==> config.mk <==
export PLATFORM = sky130hd
export DESIGN_NAME = vga_frame_reader
export DESIGN_NICKNAME = d
export VERILOG_FILES = /design/src/rtl/vga_pkg.sv /design/src/rtl/vga_frame_reader_sync_2ff.sv /design/src/rtl/vga_frame_reader.sv
export SDC_FILE = /design/constraint.sdc
export NUM_CORES = 1
export LEC_CHECK = 0
export ABC_AREA = 1
export CORE_UTILIZATION = 43
export CTS_CLUSTER_SIZE = 28
export DETAILED_ROUTE_END_ITERATION = 16
export PLACE_DENSITY = 0.75
export SLEW_MARGIN = 30
export SYNTH_ARGS = -nofsm -noshare
export SYNTH_HDL_FRONTEND = slang
export SYNTH_SLANG_ARGS = --single-unit
export TNS_END_PERCENT = 1
==> constraint.sdc <==
create_clock -name vga_clk -period 2.08 [get_ports vga_clk]
set_clock_uncertainty 0.1 [all_clocks]
set_input_delay 0.624 -clock vga_clk [delete_from_list [all_inputs] [get_ports vga_clk]]
set_output_delay 0.624 -clock vga_clk [all_outputs]
set_load 0.02 [all_outputs]
==> src/rtl/vga_pkg.sv <==
// Shared VGA constants, swap FSM encoding and RGB332 colour expansion.
package vga_pkg;

    // 640x480@60 raster timing, in pixel clocks and lines
    localparam int H_TOTAL  = 800;
    localparam int V_TOTAL  = 525;
    localparam int H_START_DEF = 144;
    localparam int V_START_DEF = 34;
    localparam int H_FP     = 16;
    localparam int V_FP     = 11;
    localparam int H_SYNC   = 96;
    localparam int V_SYNC   = 2;

    // Visible area and framebuffer geometry
    localparam int H_ACTIVE_DEF    = 640;
    localparam int V_ACTIVE_DEF    = 480;
    localparam int FRAME_WORDS_DEF = 307200;
    localparam int ADDR_W_DEF      = 20;

    // Pixel pointer width: enough for one full buffer
    localparam int PTR_W = 19;

    // Buffer-swap handshake states
    typedef enum logic [1:0] {
        SWAP_IDLE,
        SWAP_PENDING,
        SWAP_ACK
    } swap_state_t;

    // RGB332 -> RGB888 by bit replication so full-scale codes map to 8'hFF
    function automatic logic [23:0] rgb332_expand(input logic [7:0] p);
        return {p[7:5], p[7:5], p[7:6],
                p[4:2], p[4:2], p[4:3],
                p[1:0], p[1:0], p[1:0], p[1:0]};
    endfunction

endpackage

==> src/rtl/vga_frame_reader_sync_2ff.sv <==
// Two-flop synchronizer for a slow level signal into the pixel clock domain.
module sync_2ff (
    input  logic clk_i,
    input  logic rst_i,
    input  logic d_i,
    output logic q_o
);

    logic meta_q;
    logic sync_q;

    // Capture the asynchronous level on the falling pixel edge, two stages deep
    always_ff @(negedge clk_i or posedge rst_i) begin
        if (rst_i) begin
            meta_q <= 1'b0;
            sync_q <= 1'b0;
        end else begin
            meta_q <= d_i;
            sync_q <= meta_q;
        end
    end

    assign q_o = sync_q;

endmodule

==> src/rtl/vga_frame_reader.sv <==
// Framebuffer reader: raster counters -> RAM reads -> RGB888, with
// tear-free double-buffer swapping on a four-phase handshake.
module vga_frame_reader
    import vga_pkg::*;
#(
    parameter int H_START     = H_START_DEF,
    parameter int V_START     = V_START_DEF,
    parameter int H_ACTIVE    = H_ACTIVE_DEF,
    parameter int V_ACTIVE    = V_ACTIVE_DEF,
    parameter int FRAME_WORDS = FRAME_WORDS_DEF,
    parameter int ADDR_W      = ADDR_W_DEF
) (
    input  logic              vga_clk,
    input  logic              reset,
    input  logic [10:0]       h_cnt,
    input  logic [9:0]        v_cnt,
    input  logic              hs_in,
    input  logic              vs_in,
    input  logic              blank_n_in,
    input  logic              swap_req,
    input  logic [7:0]        fb_data,
    output logic [ADDR_W-1:0] fb_addr,
    output logic              fb_rd_en,
    output logic [7:0]        vga_r,
    output logic [7:0]        vga_g,
    output logic [7:0]        vga_b,
    output logic              vga_hs,
    output logic              vga_vs,
    output logic              vga_blank_n,
    output logic              front_sel,
    output logic              swap_ack
);

    localparam logic [10:0]       H_LO      = 11'(H_START);
    localparam logic [10:0]       H_HI      = 11'(H_START + H_ACTIVE);
    localparam logic [9:0]        V_LO      = 10'(V_START);
    localparam logic [9:0]        V_HI      = 10'(V_START + V_ACTIVE);
    localparam logic [PTR_W-1:0]  PTR_LAST  = PTR_W'(FRAME_WORDS - 1);
    localparam logic [ADDR_W-1:0] BACK_BASE = ADDR_W'(FRAME_WORDS);

    // Raster decode
    logic visible;
    logic frame_start;

    // Fetch stage
    logic [PTR_W-1:0]  pix_ptr_q, pix_ptr_d;
    logic              synced_q,  synced_d;
    logic [ADDR_W-1:0] fb_addr_q, fb_addr_d;
    logic              rd_en_q,   rd_en_d;

    // Alignment pipeline
    logic              rd_dly_q;
    logic              hs_s1_q, hs_s2_q;
    logic              vs_s1_q, vs_s2_q;
    logic              bl_s1_q, bl_s2_q;
    logic [23:0]       rgb_q, rgb_d;

    // Swap handshake
    logic              req_s;
    swap_state_t       state_q, state_d;
    logic              front_sel_q;
    logic              do_swap;
    logic              swap_ack_c;

    sync_2ff u_req_sync (
        .clk_i (vga_clk),
        .rst_i (reset),
        .d_i   (swap_req),
        .q_o   (req_s)
    );

    // Decode the current counter position
    always_comb begin
        visible     = (h_cnt >= H_LO) && (h_cnt < H_HI) &&
                      (v_cnt >= V_LO) && (v_cnt < V_HI);
        frame_start = (h_cnt == '0) && (v_cnt == '0);
    end

    // Next pointer, address and read strobe for the current count
    always_comb begin
        synced_d  = synced_q | frame_start;
        pix_ptr_d = pix_ptr_q;
        if (frame_start) begin
            pix_ptr_d = '0;
        end else if (visible && synced_q && (pix_ptr_q != PTR_LAST)) begin
            // Saturates on the last pixel so the pointer never leaves the buffer
            pix_ptr_d = pix_ptr_q + PTR_W'(1);
        end
        fb_addr_d = ADDR_W'(pix_ptr_q) + (front_sel_q ? BACK_BASE : '0);
        rd_en_d   = visible & synced_q;
    end

    // Fetch-stage registers
    always_ff @(negedge vga_clk or posedge reset) begin
        if (reset) begin
            pix_ptr_q <= '0;
            synced_q  <= 1'b0;
            fb_addr_q <= '0;
            rd_en_q   <= 1'b0;
        end else begin
            pix_ptr_q <= pix_ptr_d;
            synced_q  <= synced_d;
            fb_addr_q <= fb_addr_d;
            rd_en_q   <= rd_en_d;
        end
    end

    // Colour for the pixel whose RAM data is on fb_data now; blank wins
    always_comb begin
        rgb_d = '0;
        if (bl_s1_q && rd_dly_q) begin
            rgb_d = rgb332_expand(fb_data);
        end
    end

    // Delay sync/blank and the fetch flag so they line up with the RGB register
    always_ff @(negedge vga_clk or posedge reset) begin
        if (reset) begin
            rd_dly_q <= 1'b0;
            hs_s1_q  <= 1'b1;
            hs_s2_q  <= 1'b1;
            vs_s1_q  <= 1'b1;
            vs_s2_q  <= 1'b1;
            bl_s1_q  <= 1'b0;
            bl_s2_q  <= 1'b0;
            rgb_q    <= '0;
        end else begin
            rd_dly_q <= rd_en_q;
            hs_s1_q  <= hs_in;
            hs_s2_q  <= hs_s1_q;
            vs_s1_q  <= vs_in;
            vs_s2_q  <= vs_s1_q;
            bl_s1_q  <= blank_n_in;
            bl_s2_q  <= bl_s1_q;
            rgb_q    <= rgb_d;
        end
    end

    // Swap FSM state register
    always_ff @(negedge vga_clk or posedge reset) begin
        if (reset) begin
            state_q <= SWAP_IDLE;
        end else begin
            state_q <= state_d;
        end
    end

    // Swap FSM next state: swaps are only taken at a frame start
    always_comb begin
        state_d = state_q;
        unique case (state_q)
            SWAP_IDLE:    if (req_s)       state_d = SWAP_PENDING;
            SWAP_PENDING: if (frame_start) state_d = SWAP_ACK;
            SWAP_ACK:     if (!req_s)      state_d = SWAP_IDLE;
            default:                       state_d = SWAP_IDLE;
        endcase
    end

    // Swap FSM outputs
    always_comb begin
        do_swap    = (state_q == SWAP_PENDING) && frame_start;
        swap_ack_c = (state_q == SWAP_ACK);
    end

    // Front buffer select flips on the same edge that clears the pixel pointer
    always_ff @(negedge vga_clk or posedge reset) begin
        if (reset) begin
            front_sel_q <= 1'b0;
        end else if (do_swap) begin
            front_sel_q <= ~front_sel_q;
        end
    end

    assign fb_addr     = fb_addr_q;
    assign fb_rd_en    = rd_en_q;
    assign vga_r       = rgb_q[23:16];
    assign vga_g       = rgb_q[15:8];
    assign vga_b       = rgb_q[7:0];
    assign vga_hs      = hs_s2_q;
    assign vga_vs      = vs_s2_q;
    assign vga_blank_n = bl_s2_q;
    assign front_sel   = front_sel_q;
    assign swap_ack    = swap_ack_c;

endmodule

; ---- Yosys cells after proc, flatten, opt, wreduce, memory -nomap -nowiden
; Index checks and enable logic that the tools add are counted.
[classes]
n_addsub = 2
reduce_logical = 13
order_cmp = 4
n_mux = 8
bitwise_logic = 3
n_eq_ne = 6
[ops]
columns = operator, count
row1 = 19-bit 2-to-1 mux, 3
row2 = 24-bit 2-to-1 mux, 1
row3 = 19-bit by 19-bit adder with 20-bit output, 1
row4 = 19-bit by 1-bit adder with 19-bit output (second input constant), 1
row5 = 19-bit inequality test (second input constant), 1
row6 = 11-bit by 8-bit >= comparator with 1-bit output (second input constant), 1
row7 = 11-bit logical NOT, 1
row8 = 11-bit by 10-bit less-than comparator with 1-bit output (second input constant), 1
row9 = 10-bit by 6-bit >= comparator with 1-bit output (second input constant), 1
row10 = 10-bit logical NOT, 1
row11 = 10-bit less-than comparator (second input constant), 1
row12 = 1-bit logical AND, 8
row13 = 2-bit 2-to-1 mux, 3
row14 = 2-bit one-hot mux with 3 select lines, 1
row15 = 2-bit inequality test (second input constant), 2
row16 = 3-bit AND reduction, 1
row17 = 2-bit by 1-bit == test with 1-bit output (second input constant), 1
row18 = 2-bit == test (second input constant), 1
row19 = 2-bit logical NOT, 1
row20 = 2-bit by 1-bit inequality test with 1-bit output (second input constant), 1
row21 = 2-bit nonzero test, 1
row22 = 1-bit AND, 1
row23 = 1-bit NOT, 1
row24 = 1-bit OR, 1
[totals]
inputBits = 35
regBits = 77

; ---- Longest topological paths before layout
; Gate-level depths: netlist of run 1.
[logic_depth]
depth_word = 8
mapped_depth = 11
ltp_nobuf = 10

; ---- Hierarchy
; Synthesis of run 1 repeated with hierarchy kept, for this count alone.
[unflattened]
cells_unflattened = 368
hier_area_um2 = 3049.2
[by_module_without_submodules]
columns = mod, n_inst, cells_each, seq_area_each_um2, area_each_um2
row1 = vga_frame_reader, 1, 365, 1481.4, 2995.4
row2 = sync_2ff, 1, 3, 50.0, 53.8

==> qor.txt, run 1 <==
status = finished with violations
failing checks = setup timing
Filler cells = 571
commonest cells in the netlist = nand2_1 (85), dfrtn_1 (57), nor2_1 (53)
layout cells sized above 1 = 35.4%
power per cell area = 607 nW/um^2
post-synthesis cell count = 367
H-tree lvl count = 3
vias in the first global route = 2621
CP Max Fanout = 2
RD Place Congestion = 0.855
cell type with the largest total area after synthesis = dfrtn_1
cts-stage hold buffer count = 0
Placed Cells = 540
CTS tree = yes
met3 layer usage reported by global route = 3.85%
Worst Setup Start Kind = register
die height = 86.2 um
Yosys cell types = 27
Post-synth EDFFs = 0
ranking of synthesized cells by area = dfrtn_1 (47%), nand2_1 (10%), nor2_1 (6.5%)
drt wl/cell = 12.8 um
fin util = 67.2%
DP HPWL = 5040 um
nets@finish = 508
Main synth FF type = dfrtn_1
met2 Resource Use GR = 35.1%
asr flop ratio synth = 100%
Max-slew headroom = 79.4%
max-cap violations = 0
Worst Max-Slew Pin Slew = 0.308 ns
maximum VDD drop = 323 uV
Seq/Total Area, Yosys = 50.3%
critical path class = reg2out
Hold Vio Cnt, Final = 0
initial antenna violation count = 0
die area = 7420 um^2
Final setup viols = 74
setup TNS = -40.89 ns
vias = 2724
io pins = 85
GR peak layer = met2
clock sinks = 61
GRT Resource Usage Total = 19.6%
Place WS = -1.45 ns
cell area after synthesis = 3050 um^2
Core Rows = 30
Clock Path Buffers = 2
post-route insts no fill = 568
largest net degree at the start of global routing = 29
final instance area = 4590 um^2
register bit total from synthesis = 61
Pins Over Slew Limit = 0
most numerous cell in the Yosys netlist = nand2_1
Yosys top cell area share = 46.8%
number of remaining DRC errors = 0
LEAKAGE = 0.00243 uW
drt pass-1 iters = 4
clock slew at reported path FFs = 0.05 ns
met1 Use GR = 23.0%
CTS buffer count = 9
Area growth, synth to finish = 50.7%
endpoint type of the worst setup path = primary output
dpl cell area = 4050 um^2
ANT cells = 0
vias per inst = 4.80
core area = 6830 um^2
antenna-violating nets left = 0
clk_lat worst skew = 0.38 ns
GRT overflow = 0
Total Wirelength = 7270 um
synthesized area per cell = 8.30 um^2
PortBufs = 84
starting density of the core = 44.6%
first-pass GRT wire length = 11400 um
Starting DRT DRC Count = 200
Syn Nets = 408
die width = 86.2 um
WP data required = 1.36 ns
Tightest Hold Check Type = reg2reg
Root Buffer Master = clkbuf_8
Syn. warnings = 0
unrepaired setup endpoints after global routing = yes
setup ws final = -0.722 ns
Arr. time, crit path = 2.08 ns
==> routing by layer <==
layer  vias up  routed length [um]
li1       1340                   -
met1      1269                2910
met2       106                3800
met3         9                 450
met4         0                 107
met5         -                   0
==> through the flow <==
| step | hold WS (ns) | power, uW |
|---|---|---|
| after floorplan | 0.192 | 1280 |
| after detailed placement | 0.199 | 1390 |
| after CTS | 0.199 | 2810 |
| final | 0.195 | 2790 |
| after global routing | 0.200 | 2890 |
| after global placement | 0.197 | 1380 |
==> placed cells by master, fill, tap and decap left out, types with 2 or more instances in the layout <==
master / count
a21oi_1: 2
a21oi_2: 2
buf_12: 5
buf_2: 6
buf_4: 33
buf_6: 33
bufinv_16: 4
clkbuf_16: 3
clkbuf_2: 11
clkbuf_8: 9
clkdlybuf4s50_1: 5
clkinvlp_4: 2
dfrtn_1: 57
dfstp_2: 4
dlygate4sd2_1: 7
dlymetal6s2s_1: 10
ha_1: 5
inv_1: 38
inv_2: 7
nand2_1: 75
nand2_2: 10
nand3_1: 26
nand3_2: 12
nand3_4: 2
nand4_1: 17
nor2_1: 44
nor2_2: 7
nor2_4: 7
o21bai_1: 2
xnor2_1: 2
xor2_1: 13
==> final cells by class <==
| type | instances | area, um^2 | area share, % |
|---|---|---|---|
| flip-flops and latches | 61 | 1530 | 33.4 |
| multi-input cells | 235 | 1370 | 29.9 |
| repair buffers | 113 | 1120 | 24.3 |
| inverters | 43 | 168 | 3.65 |
| clock inverters | 11 | 160 | 3.49 |
| clock buffers | 9 | 124 | 2.70 |
| well taps | 96 | 120 | 2.62 |
==> logic make-up after synthesis <==
| family | after synthesis | synth area share [%] |
|---|---|---|
| xor+xnor | 15 | 4.31 |
| buf+inv | 71 | 11.3 |
| simple gates | 205 | 29.7 |
| fa+ha+maj | 6 | 2.71 |
| compound gates | 9 | 1.73 |
| flops | 61 | 50.3 |
==> worst max-delay path: stages (launching register included) <==
cell and delay (ns):
dfrtn_1 0.43, inv_2 0.06, nor2_4 0.11, buf_6 0.12
==> power breakdown <==
group	internal, uW	switching (uW)	leakage (uW)	total, uW
clock	933	506	0.000151	1440
sequential	1200	3.01	0.000824	1210
combinational	71.3	68.2	0.00146	139
==> state kept, by name, summed over array words and instances, names as in the netlist, 2 cells and up <==
| name | flops |
|---|---|
| pix_ptr_q | 19 |
| rgb_q | 8 |
| state_q | 2 |
| fb_addr | 20 |
==> timing repair <==
| action | in CTS | in global routing |
|---|---|---|
| gates resized for setup | 289 | 86 |
| gates cloned | 0 | 4 |
| pin swaps | 0 | 35 |
| setup buffers | 0 | 5 |
| endpoints found under the setup margin | 81 | 77 |
==> final timing paths <==
| check | start | endpoint | slack [ns] | depth (start not counted) |
|---|---|---|---|---|
| max | state_q[1] | swap_ack | -0.72 | 3 |
| min | u_req_sync.meta_q | u_req_sync.q_o | 0.20 | 0 |
| max reg2reg | pix_ptr_q[1] | pix_ptr_q[14] | 0.10 | 11 |
| min reg2reg | u_req_sync.meta_q | u_req_sync.q_o | 0.20 | 0 |
| max in group asynchronous | reset | rgb_q[7] | 0.09 | 3 |
| min in group asynchronous | reset | fb_addr[0] | 1.53 | 3 |
Note: power is estimated with default switching activity, not from simulation.
==> run 2: changes to the inputs <==
--- a/config.mk
+++ b/config.mk
@@ -7,7 +7,7 @@
 export LEC_CHECK = 0
 export ABC_AREA = 1
 export CORE_UTILIZATION = 43
-export CTS_CLUSTER_SIZE = 28
+export CTS_CLUSTER_SIZE = 14
 export DETAILED_ROUTE_END_ITERATION = 16
 export PLACE_DENSITY = 0.75
 export SLEW_MARGIN = 30
==> results of run 2 <==
Final layout, timing and power as in run 1 (identical DEF).
